===== src/rtl/module_scan_tecladohex_if.sv =====
// Keypad scanner bus: raw column lines in, row drive and accepted-key codes out.
// The scanner takes the master side; the keypad/decoder side takes the slave side.
interface module_scan_tecladohex_if;
   logic [3:0] col_in;
   logic [3:0] fila_o;
   logic [3:0] fila;
   logic [3:0] col;
   logic       tecla;
   logic       key_held;

   modport master (
      input  col_in,
      output fila_o, fila, col, tecla, key_held
   );

   modport slave (
      output col_in,
      input  fila_o, fila, col, tecla, key_held
   );
endinterface


===== src/rtl/module_scan_tecladohex.sv =====
// Row-scanning, debouncing 4x4 hex keypad controller: one strobe per stable
// single-key press, no auto-repeat, release debounced before scanning resumes.
module module_scan_tecladohex #(
   parameter int unsigned SCAN_DIV     = 1000,
   parameter int unsigned DEBOUNCE_CNT = 50000
) (
   input logic                      clk,
   input logic                      rst,
   module_scan_tecladohex_if.master kp
);
   localparam int unsigned DW = (SCAN_DIV > 1) ? $clog2(SCAN_DIV) : 1;
   localparam int unsigned CW = (DEBOUNCE_CNT > 0) ? $clog2(DEBOUNCE_CNT + 1) : 1;

   typedef enum logic [1:0] {SCAN, DEBOUNCE, PRESS, HOLD} state_t;

   state_t        state_q, state_d;
   logic [DW-1:0] dwell_q, dwell_d;
   logic [CW-1:0] cnt_q, cnt_d;
   logic [3:0]    sync1_q, col_s;
   logic [3:0]    row_lat_q, row_lat_d;
   logic [3:0]    col_lat_q, col_lat_d;
   logic [3:0]    fila_o_q, fila_o_d;
   logic [3:0]    fila_q, fila_d;
   logic [3:0]    col_q, col_d;
   logic          tecla_q, tecla_d;
   logic          held_q, held_d;
   logic          onehot_c, last_dwell_c, deb_done_c;
   logic [3:0]    next_row_c;

   // Two-flop synchronizer for the asynchronous column lines
   always_ff @(posedge clk or posedge rst) begin
      if (rst) begin
         sync1_q <= 4'b0000;
         col_s   <= 4'b0000;
      end else begin
         sync1_q <= kp.col_in;
         col_s   <= sync1_q;
      end
   end

   assign onehot_c     = (col_s != 4'b0000) && ((col_s & (col_s - 4'd1)) == 4'b0000);
   assign last_dwell_c = (dwell_q == DW'(SCAN_DIV - 1));
   assign deb_done_c   = (cnt_q == CW'(DEBOUNCE_CNT - 1));
   assign next_row_c   = {fila_o_q[2:0], fila_o_q[3]};

   always_ff @(posedge clk or posedge rst) begin
      if (rst) begin
         state_q   <= SCAN;
         dwell_q   <= '0;
         cnt_q     <= '0;
         row_lat_q <= 4'b0000;
         col_lat_q <= 4'b0000;
         fila_o_q  <= 4'b0001;
         fila_q    <= 4'b0000;
         col_q     <= 4'b0000;
         tecla_q   <= 1'b0;
         held_q    <= 1'b0;
      end else begin
         state_q   <= state_d;
         dwell_q   <= dwell_d;
         cnt_q     <= cnt_d;
         row_lat_q <= row_lat_d;
         col_lat_q <= col_lat_d;
         fila_o_q  <= fila_o_d;
         fila_q    <= fila_d;
         col_q     <= col_d;
         tecla_q   <= tecla_d;
         held_q    <= held_d;
      end
   end

   // Outputs are computed one cycle ahead so they register on the state change
   always_comb begin
      state_d   = state_q;
      dwell_d   = dwell_q;
      cnt_d     = cnt_q;
      row_lat_d = row_lat_q;
      col_lat_d = col_lat_q;
      fila_o_d  = fila_o_q;
      fila_d    = fila_q;
      col_d     = col_q;
      tecla_d   = 1'b0;
      held_d    = held_q;

      case (state_q)
         SCAN: begin
            if (last_dwell_c) begin
               dwell_d = '0;
               if (onehot_c) begin
                  row_lat_d = fila_o_q;
                  col_lat_d = col_s;
                  cnt_d     = '0;
                  state_d   = DEBOUNCE;
               end else begin
                  fila_o_d = next_row_c;
               end
            end else begin
               dwell_d = dwell_q + DW'(1);
            end
         end
         DEBOUNCE: begin
            if (col_s == col_lat_q) begin
               if (deb_done_c) begin
                  cnt_d   = '0;
                  fila_d  = row_lat_q;
                  col_d   = col_lat_q;
                  tecla_d = 1'b1;
                  held_d  = 1'b1;
                  state_d = PRESS;
               end else begin
                  cnt_d = cnt_q + CW'(1);
               end
            end else begin
               cnt_d    = '0;
               dwell_d  = '0;
               fila_o_d = next_row_c;
               state_d  = SCAN;
            end
         end
         PRESS: begin
            cnt_d   = '0;
            state_d = HOLD;
         end
         HOLD: begin
            // Any nonzero column, including a second key, restarts the release count
            if (col_s == 4'b0000) begin
               if (deb_done_c) begin
                  cnt_d    = '0;
                  dwell_d  = '0;
                  fila_o_d = next_row_c;
                  held_d   = 1'b0;
                  state_d  = SCAN;
               end else begin
                  cnt_d = cnt_q + CW'(1);
               end
            end else begin
               cnt_d = '0;
            end
         end
         default: state_d = SCAN;
      endcase
   end

   assign kp.fila_o   = fila_o_q;
   assign kp.fila     = fila_q;
   assign kp.col      = col_q;
   assign kp.tecla    = tecla_q;
   assign kp.key_held = held_q;
endmodule


===== src/flat_wrapper.sv =====
// flat-port wrapper written by rule: the top's interface ports become plain ports
module module_scan_tecladohex_flat 
#(
   parameter int unsigned SCAN_DIV     = 1000,
   parameter int unsigned DEBOUNCE_CNT = 50000
)
  (clk, rst, kp_col_in, kp_fila_o, kp_fila, kp_col, kp_tecla, kp_key_held);
  module_scan_tecladohex_if kp_i ();
  input logic clk;
  input logic rst;
  input wire logic [$bits(kp_i.col_in)-1:0] kp_col_in;
  output wire logic [$bits(kp_i.fila_o)-1:0] kp_fila_o;
  output wire logic [$bits(kp_i.fila)-1:0] kp_fila;
  output wire logic [$bits(kp_i.col)-1:0] kp_col;
  output wire logic [$bits(kp_i.tecla)-1:0] kp_tecla;
  output wire logic [$bits(kp_i.key_held)-1:0] kp_key_held;
  assign kp_i.col_in = kp_col_in;
  assign kp_fila_o = kp_i.fila_o;
  assign kp_fila = kp_i.fila;
  assign kp_col = kp_i.col;
  assign kp_tecla = kp_i.tecla;
  assign kp_key_held = kp_i.key_held;
  module_scan_tecladohex #(.SCAN_DIV(SCAN_DIV), .DEBOUNCE_CNT(DEBOUNCE_CNT)) u_core (.clk(clk), .rst(rst), .kp(kp_i));
endmodule

===== config.mk =====
export PLATFORM = sky130hd
export DESIGN_NAME = module_scan_tecladohex_flat
export DESIGN_NICKNAME = d
export VERILOG_FILES = /design/src/rtl/module_scan_tecladohex_if.sv /design/src/rtl/module_scan_tecladohex.sv /design/src/flat_wrapper.sv
export SDC_FILE = /design/constraint.sdc
export NUM_CORES = 1
export LEC_CHECK = 0
export BUFFER_PORTS_ARGS = -buffer_cell sky130_fd_sc_hd__buf_2
export CORE_MARGIN = 3
export CORE_UTILIZATION = 59
export DETAILED_ROUTE_END_ITERATION = 7
export GPL_TIMING_DRIVEN = 0
export PLACE_DENSITY_LB_ADDON = 0.08
export RECOVER_POWER = 50
export SYNTH_ARGS = -nofsm -noshare
export SYNTH_HDL_FRONTEND = slang
export SYNTH_SLANG_ARGS = --single-unit
export TNS_END_PERCENT = 100

===== constraint.sdc =====
create_clock -name clk -period 2.83 [get_ports clk]
set_clock_uncertainty 0.15 [all_clocks]
set_input_delay 0.4245 -clock clk [delete_from_list [all_inputs] [get_ports clk]]
set_output_delay 0.4245 -clock clk [all_outputs]
set_load 0.005 [all_outputs]

[Yosys cells after proc, flatten, opt, wreduce, memory -nomap -nowiden]
Index checks and enable logic that the tools add are counted.
Storage, ports and cells
  bits in registers: 58
  input bits: 6
  output and inout bits: 14
  logic and storage cells: 77
Operators by class
  add/subtract/negate cells: 3
  equal/unequal tests: 15
  multiplexer cells: 32
  bitwise gates (word level): 1
  reduce and logical (&&, ||, !) cells: 14
Operators with widths (number)
  2-to-1 mux 16 bit: 5
  case mux 16 bit (4 select lines): 1
  2-to-1 mux 10 bit: 4
  case mux 10 bit (3 select lines): 1
  2-to-1 mux 4 bit: 5
  adder 16 x 1 -> 16 bit (second input constant): 1
  equality test 16 bit (second input constant): 1
  2-to-1 mux 2 bit: 6
  inequality test 2 x 1 -> 1 bit (second input constant): 6
  case mux 4 bit (3 select lines): 1
  adder 10 x 1 -> 10 bit (second input constant): 1
  equality test 10 bit (second input constant): 1
  AND reduction 5 bit: 2
  logical NOT 4 bit: 2
  case mux 2 bit (4 select lines): 1
  2-to-1 mux 1 bit: 7
  AND reduction 3 bit: 2
  AND reduction 6 bit: 1
  AND 4 bit: 1
  equality test 2 bit (second input constant): 2
  equality test 4 bit: 1
  inequality test 2 bit (second input constant): 2
  AND reduction 4 bit: 1
  nonzero test 4 bit: 1
  9 further kinds: 9

[Logic depth before layout (Yosys ltp)]
Gate-level depths: netlist (run 1).
  depth after elaboration: 7
  depth in mapped cells: 8
  gate-level depth less buffers: 6

[Worst setup path after synthesis (run 1)]
OpenSTA, ideal clock, no wires.
  kind: reg2reg
  start: reg u_core.cnt_q[12]
  end: reg u_core.fila_o_q[1], in the netlist u_core.kp.fila_o[1]
  library setup time: 128 ps
  arrival time: 2174 ps
  setup slack: 379 ps
  stages on the path, launching flop included: 6
  path buffers: 0
  cell sequence: dfrtp_1 > or4b_1 > or4_4 > o21a_4 > a211oi_4 > mux2_1
Between the ends
  word-level cells in the longest chain between the ends: 3
Ends and longest elaborated chain
  start, declared: line module_scan_tecladohex.sv:18  | logic [CW-1:0] cnt_q, cnt_d;
  start signal, assigned: line module_scan_tecladohex.sv:61  | cnt_q <= cnt_d;
  equality test 16 bit: line module_scan_tecladohex.sv:43  | assign deb_done_c = (cnt_q == CW'(DEBOUNCE_CNT - 1));
  inequality test 2 x 1 -> 1 bit (no line)
  AND reduction 6 bit (no line)
  end signal, assigned: line module_scan_tecladohex.sv:64  | fila_o_q <= fila_o_d;
  end, declared: line module_scan_tecladohex.sv:22  | logic [3:0] fila_o_q, fila_o_d;
No other way between the ends.
A chain may end at the register's enable or synchronous reset.

[Final worst setup path (run 1)]
  start: reg u_core.cnt_q[0]
  end: reg u_core.fila_o_q[3], in the netlist u_core.kp.fila_o[3]
The elaborated chain is that of the path after synthesis.

==> metrics.txt, run 1 <==
outcome=completed; CTS Root Cell=clkbuf_8; routed wire length=about 5500 um; Post-Syn Nets=272; CP required=roughly 2.9 ns; RSZ-0062 raised after global routing=no; Pleak=~1.5 nW; CP max stage cell=or4_4; cell area power density=about 540 nW/um^2; worst-margin pin slew=~0.90 ns; Min Clock Period, post-route=between 2 and 3 ns; gr usage total=0.227; Fmax=approximately 380 MHz; die height=74.8 um; Layout Nets=between 300 and 400; post-synth top area cell=dfrtp_1; vias in the first global route=slightly above 2000; Syn Area/Cell=between 10 and 15 sq um; CP max FO=5; dpl hpwl=between 3000 and 4000 um; Max Cap Viol=0; Mapped Area=2790 sq um; Worst VDD drop=roughly 0.00035 V; Most used DFF post-synth=dfrtp_1; DRC Markers=0; RePlAce Congestion=around 0.8; final cell count without fillers=between 300 and 400; yosys warns=0; Synth top cells by count=dfrtp_1 (57), nand2_1 (26), nand3_1 (18); reg-to-reg setup timing slack=a little under 0.2 ns; clk sinks=58; register area share after synthesis=0.521; Total Power=roughly 1.7 mW; Critical Path Max Stage Delay=between 0.6 and 0.7 ns; fillers=320; final setup TNS=0 ns; Crit. End Element=register; Period Utilization, post-route=0.931; Initial Util=0.628; first drt pass iteration count=4; die area=5590 sq um; Slew HR=0.403; share of cells above drive strength 1=0.197; DRT iter0 DRCs=between 150 and 200; latest clock arrival within the worst-skew pair=0.34 ns; Layout area overhead=14.2%; endpoints failing hold=0; crit-path cells=ha_1, nand4b_1, or4_4, o21a_4, a211oi_4, mux2_1; antenna violations before repair=0; Max Root-Sink Buffers=2; ys async rst share=1.00; CP arrival=roughly 2.7 ns; CP Buf/Inv Count=0; Finished Core Util=0.717; CTS Buf Count=9; vias=approximately 2200; CTS tree=yes; share of the synthesized area in the top cell type=0.511; I/O pin count=20; clk slew on worst S/H paths=~0.060 ns; H-Tree Depth=3; # port buffers=19; Synth area leaders=dfrtp_1 (51%), mux2_2 (6.1%), nand2_1 (3.5%), nand3_1 (3.2%), nand4_1 (2.9%); total gr overflow=0; Rows=24; top-count cell post-synth=dfrtp_1; Post-CTS Setup Bufs=0; Netlist cell types=50; first-pass GRT wire length=roughly 9400 um; post-DR vias/cell=just over 6; CORE AREA=about 4400 sq um; largest net degree at the start of global routing=36; Die Wd=about 75 um; Final setup viols=0; Hold Path Class=input pin to register; Antenna Nets Post-Route=0; EDFF count, synth=0; total placed cells including tap cells=approximately 340; ant diodes=0; Mapped Cells=264; cell family with most CP delay=simple AND/OR/NAND/NOR gates; critical path class=register to register; Startpoint Class=register; wire per inst=15.6 um; Seq cells post-synth=58; final count of pins violating max slew=0
## repair_timing
item | CTS | global route
resized for setup | 0 | 1
endpoints found under the setup margin | 0 | 1
endpoints found under the hold margin | 23 | 0
hold buffers | 1 | 0
## logic make-up after synthesis
kind of cell / share of synthesized area
AND/OR/NAND/NOR: 0.211
flip-flops: 0.521
AO/OA/AOI/OAI: 0.122
multiplexers: 0.0947
buffers and inverters: 0.0296
XOR/XNOR: 0.0126
adder cells (fa/ha/maj): 0.00897
## registers in the layout, summed over array words and instances, names as in the netlist, named ones only
register and cells:
u_core.kp.col 4, u_core.kp.key_held 1, u_core.kp.fila_o 4, u_core.cnt_q 16, u_core.sync1_q 4, u_core.kp.fila 4
u_core.col_s 4, u_core.col_lat_q 4, u_core.row_lat_q 4, u_core.dwell_q 10, u_core.state_q 1, u_core.kp.tecla 1
## metrics by stage
| stage | cell area [sq um] | hold slack [ns] | worst slack [ns] |
|---|---|---|---|
| after floorplan | 2790 | 0.181 | 0.379 |
| after global placement | 2950 | 0.183 | 0.128 |
| after detailed placement | 2970 | 0.185 | 0.210 |
| after CTS | 3200 | 0.0373 | 0.200 |
| after global routing | 3190 | 0.0265 | 0.0664 |
| final | 3190 | 0.0436 | 0.195 |
## path summary, 6_finish.rpt
kind / startpoint / end / cells past startpoint
worst min-delay path: kp_col_in[3] / u_core.sync1_q[3] / 1
worst max register to register: u_core.cnt_q[0] / u_core.kp.fila_o[3] / 6
max in group asynchronous: rst / u_core.dwell_q[8] / 4
min in group asynchronous: rst / u_core.sync1_q[3] / 3
worst max-delay path: u_core.cnt_q[0] / u_core.kp.fila_o[3] / 6
worst min register to register: u_core.sync1_q[0] / u_core.col_s[0] / 0
## cell type report
type | instances | area, sq um | area share
Buffer | 10 | 41.3 | 0.0130
Multi-Input combinational cell | 185 | 1260 | 0.396
Clock inverter | 2 | 60.1 | 0.0189
Clock buffer | 13 | 159 | 0.0499
Inverter | 11 | 41.3 | 0.0130
Tap cell | 52 | 65.1 | 0.0204
Timing Repair Buffer | 21 | 106 | 0.0334
Sequential cell | 58 | 1450 | 0.456
## per-layer routing
metal  vias to the layer above  track usage  routed length, um
met5                         -            0                  0
met4                         0       0.0909                102
met3                        12       0.0694                251
met2                        53        0.356               2590
met1                      1045        0.295               2560
li1                       1043            -                  -
## cell usage in the layout (no fill, tap or decap), types with 4 or more instances in the layout
master and count:
mux2_2 15, nand3_1 18, nand4_1 13, o21ai_0 12
clkbuf_1 12, a21oi_1 5, clkbuf_8 11, nor2_1 17
nand2_1 26, mux2i_1 5, inv_1 11, mux2_1 4
and3_1 7, dfrtp_1 57, a31oi_1 10, buf_2 19
## power by group
| part | total, mW | internal, mW | switching, mW |
|---|---|---|---|
| clock network | 0.847 | 0.540 | 0.307 |
| registers | 0.840 | 0.835 | 0.00425 |
| logic | 0.0302 | 0.00753 | 0.0226 |
Note: power is estimated with default switching activity, not from simulation.
==> run 2: changes to the inputs <==
--- a/config.mk
+++ b/config.mk
@@ -6,6 +6,7 @@
 export NUM_CORES = 1
 export LEC_CHECK = 0
 export BUFFER_PORTS_ARGS = -buffer_cell sky130_fd_sc_hd__buf_2
+export CORE_ASPECT_RATIO = 1.2
 export CORE_MARGIN = 3
 export CORE_UTILIZATION = 59
 export DETAILED_ROUTE_END_ITERATION = 7
==> metrics.txt, run 2 (synthesis gave the netlist of run 1 again) <==
Startpoint Class=register; Rows=26; final worst slack=between 0.1 and 0.15 ns; vias=approximately 2200; Layout Nets=between 300 and 400; share of cells above drive strength 1=0.216; r2r startpoint=u_core.cnt_q[0]; fillers=between 300 and 400; Setup crit end=u_core.kp.fila_o[3]; Layout area overhead=15.6%; Initial Util=0.635; Largest register FFs=16; launch point of the critical path=u_core.cnt_q[0]; final count of pins violating max slew=0; clk slew on worst S/H paths=around 0.07 ns; die height=81.3 um; CORE AREA=roughly 4400 sq um; # port buffers=19; Worst R2R Path Depth=6; largest net degree at the start of global routing=45; CTS Root Cell=clkbuf_8; Max Cap Viol=0; CP max FO=5; Period Utilization, post-route=0.947; DP Worst Slack=roughly 0.16 ns; Crit. End Element=register; post-layout instance area=approximately 3200 sq um; ant diodes=0; commonest non-fill, non-tap cells in the layout=dfrtp_1 (57), nand2_1 (26), buf_2 (22); dpl hpwl=3980 um; Total Power=1.79 mW; Reg area=between 1000 and 1500 sq um; CTS tree=yes; endpoints failing hold=0; cell area power density=about 560 nW/um^2; total gr overflow=0; first drt pass iteration count=4; Post-CTS Setup Bufs=0; Hold Path Class=input pin to register; worst-margin pin slew=around 1.0 ns; H-Tree Depth=3; Slew HR=0.310; multi-input logic area=1260 sq um; dpl cell area=2970 sq um; Min Clock Period, post-route=approximately 2.7 ns; reg-to-reg setup timing slack=between 0.1 and 0.15 ns; RSZ-0062 raised after global routing=no; post-DR vias/cell=approximately 6.1; critical path class=register to register; Max Root-Sink Buffers=2; Antenna Nets Post-Route=0; Worst VDD drop=between 0.0004 and 0.0005 V; final setup TNS=0 ns; biggest regs=u_core.cnt_q (16), u_core.dwell_q (10); most flop-heavy register=u_core.cnt_q; Finished Core Util=0.734; clk sinks=58; Final setup viols=0; CP arrival=2.75 ns; vias in the first global route=2178; die area=5590 sq um; CTS Buf Count=9; latest clock arrival within the worst-skew pair=approximately 0.34 ns; Fmax=373 MHz; antenna violations before repair=0; first-pass GRT wire length=a little over 10000 um; outcome=completed; reg2reg end=u_core.kp.fila_o[3]; DRC Markers=0; Pleak=around 1.5 nW; Die Wd=around 69 um; CP required=between 2 and 3 ns; routed wire length=around 5900 um; wire per inst=16.4 um; gr usage total=0.250; I/O pin count=20; RePlAce Congestion=~0.82; most common cell after layout, fill and taps aside=dfrtp_1; DRT iter0 DRCs=183
==> run 2: cell types whose count changed in the layout (fill, tap and decap cells not counted), sizes merged <==
cell	delta
clkinv	+1
clkbuf	-3
buf	+3
==> run 2: area by class of cell <==
class	count	area share
plain buffers	10	0.0128
well taps	56	0.0217
flip-flops and latches	58	0.451
clock inverters	3	0.0214
clock buffers	13	0.0555
repair buffers	21	0.0342
multi-input cells	185	0.391
inverters	11	0.0128
==> run 2: routing by layer <==
metal / part of all wire / GRT usage / wire [um]
met1: 0.44 / 0.326 / 2570
met2: 0.50 / 0.404 / 2960
met3: 0.036 / 0.0622 / 209
met4: 0.021 / 0.0819 / 125
met5: 0 / 0 / 0
==> run 2: worst max-delay path: stages, from the launching register on <==
cell,delay [ns]
dfrtp_1,0.41
ha_1,0.27
nand4b_1,0.21
or4_4,0.62
o21a_4,0.24
a211oi_4,0.30
mux2_1,0.37
==> run 2: how the worst min path moves through the flow <==
stage                            startpoint                 to  slack (ns)  depth (start not counted)
after floorplan           u_core.sync1_q[0]    u_core.col_s[0]        0.18                          0
after global placement    u_core.sync1_q[1]    u_core.col_s[1]        0.18                          0
after detailed placement  u_core.sync1_q[3]    u_core.col_s[3]        0.19                          0
after CTS                      kp_col_in[3]  u_core.sync1_q[3]        0.03                          1
after global routing           kp_col_in[0]  u_core.sync1_q[0]        0.03                          1
final                          kp_col_in[2]  u_core.sync1_q[2]        0.04                          1
==> run 2: timing repair <==
item | in CTS | in global routing
hold endpoints to repair | 14 | 0
resized for setup | 0 | 1
setup endpoints to repair | 0 | 2
hold buffers | 1 | 0
==> run 2: power breakdown <==
part / internal, mW / switching, mW / leakage [nW] / total [mW]
Sequential: 0.835 / 0.00518 / 0.774 / 0.840
Clock: 0.593 / 0.329 / 0.126 / 0.922
Combinational: 0.00749 / 0.0218 / 0.600 / 0.0293
==> run 2: metrics by stage <==
stage               std cells  hold slack, ns
global route              357          0.0270
detailed placement        340           0.190
global placement          339           0.183
floorplan                 264           0.181
CTS                       357          0.0279
finish                    357          0.0396
==> run 3: changes to the inputs <==
--- a/config.mk
+++ b/config.mk
@@ -13,6 +13,7 @@
 export GPL_TIMING_DRIVEN = 0
 export PLACE_DENSITY_LB_ADDON = 0.08
 export RECOVER_POWER = 50
+export SKIP_LAST_GASP = 1
 export SYNTH_ARGS = -nofsm -noshare
 export SYNTH_HDL_FRONTEND = slang
 export SYNTH_SLANG_ARGS = --single-unit
==> constraint.sdc (replaced) <==
create_clock -name clk -period 3.02 [get_ports clk]
set_clock_uncertainty 0.15 [all_clocks]
set_input_delay 0.453 -clock clk [delete_from_list [all_inputs] [get_ports clk]]
set_output_delay 0.453 -clock clk [all_outputs]
set_load 0.005 [all_outputs]
==> metrics.txt, run 3 (synthesis gave the netlist of run 1 again) <==
Worst Hold Slack=0.0651 ns; endpoints failing hold=0; Layout Nets=304; Max Root-Sink Buffers=2; biggest regs=u_core.cnt_q (16), u_core.dwell_q (10); CORE AREA=approximately 4400 sq um; Switching Power=roughly 0.34 mW; gr usage total=0.250; worst-margin pin slew=just over 1 ns; commonest non-fill, non-tap cells in the layout=dfrtp_1 (57), nand2_1 (26), buf_2 (22); CTS Root Cell=clkbuf_8; DRC Markers=0; cell internal pwr=1.35 mW; Largest register FFs=16; wire per inst=about 16 um; critical path class=register to register; final cell count without fillers=approximately 360; latest clock arrival within the worst-skew pair=0.34 ns; Period Utilization, post-route=0.886; Crit. End Element=register; die area=between 5000 and 6000 sq um; CTS tree=yes; antenna violations before repair=0; cell area power density=523 nW/um^2; H-Tree Depth=3; Max Cap Viol=0; Slew HR=0.316; DP Worst Slack=0.351 ns; outcome=completed; vias in the first global route=2178; most common cell after layout, fill and taps aside=dfrtp_1; Final setup viols=0; CP max FO=5; ant diodes=0; I/O pin count=20; clk sinks=58; post-DR vias/cell=between 6 and 7; Flop pwr share=0.468; Die Wd=just under 70 um; met2 Use GR=0.404; switching share of power=0.201; dpl hpwl=about 4000 um; vias=approximately 2200; Layout area overhead=15.3%; CP required=between 3 and 4 ns; first drt pass iteration count=4; CTS resizes=0; final setup TNS=0 ns; most flop-heavy register=u_core.cnt_q; Pleak=1.50 nW; share of cells above drive strength 1=0.213; # port buffers=19; clock power share=0.516; largest net degree at the start of global routing=45; routed wire length=approximately 5800 um; post-layout instance area=3220 sq um; CTS Buf Count=9; RSZ-0062 raised after global routing=no; M3 GR Usage=0.0622; RePlAce Congestion=between 0.8 and 0.9; met1 usage=0.326; Min Clock Period, post-route=about 2.7 ns; hold buffer count at cts=1; final count of pins violating max slew=0; busiest grt layer=met2; Worst VDD drop=approximately 0.00045 V; total gr overflow=0; DRT iter0 DRCs=around 200; Fmax=approximately 370 MHz; CP arrival=2.75 ns; first-pass GRT wire length=roughly 10000 um; final worst slack=approximately 0.34 ns; clk slew on worst S/H paths=~0.070 ns; Hold Path Class=input pin to register; total placed cells including tap cells=340; Comb pwr share=0.016; Startpoint Class=register; die height=between 80 and 90 um; Initial Util=0.635; Antenna Nets Post-Route=0; dpl cell area=between 2000 and 3000 sq um; Post-CTS Setup Bufs=0; Rows=26
==> run 3: cell counts in the layout (fill, tap and decap cells not counted) <==
Identical to the previous run, type by type.
==> run 3: layout make-up <==
| cell class | instances | area (sq um) |
|---|---|---|
| sequential | 58 | 1450 |
| fill | 321 | 1170 |
| timing repair buffer | 21 | 110 |
| clock inverter | 3 | 68.8 |
| tap | 56 | 70.1 |
| inverter | 11 | 41.3 |
| buffer | 10 | 41.3 |
| multi-input combinational | 185 | 1250 |
| clock buffer | 13 | 179 |
==> run 3: power by group through the flow <==
stage               registers [mW]  logic [mW]  clock network (mW)
finish                       0.787      0.0271               0.869
floorplan                    0.800      0.0186                   0
global placement             0.801      0.0265                   0
global route                 0.787      0.0318               0.925
detailed placement           0.801      0.0304                   0
CTS                          0.787      0.0314               0.878
==> run 3: worst max-delay path, cell delays in order, from the launching register on <==
cell and delay (ns):
dfrtp_1 0.41, ha_1 0.27, nand4b_1 0.20, or4_4 0.62, o21a_4 0.24, a211oi_4 0.30
mux2_1 0.37
==> run 3: routing by layer <==
layer,vias to the layer above,share of wire
met5,-,0
met2,53,0.50
met3,12,0.037
li1,1046,-
met4,0,0.022
met1,1065,0.44
==> run 3: through the flow <==
stage	power, mW	util
after floorplan	0.818	-
after global placement	0.827	0.673
after detailed placement	0.832	0.677
after CTS	1.70	0.736
after global routing	1.74	0.732
final	1.68	0.732
==> run 3: worst paths after layout <==
path | slack, ns | to | cells past startpoint | from
max in group asynchronous | 0.78 | u_core.kp.fila_o[1] | 4 | rst
min reg2reg | 0.21 | u_core.col_s[3] | 0 | u_core.sync1_q[3]
max reg2reg | 0.34 | u_core.kp.fila_o[3] | 6 | u_core.cnt_q[0]
min in group asynchronous | 0.55 | u_core.cnt_q[5] | 3 | rst
max | 0.34 | u_core.kp.fila_o[3] | 6 | u_core.cnt_q[0]
min | 0.07 | u_core.sync1_q[2] | 1 | kp_col_in[2]
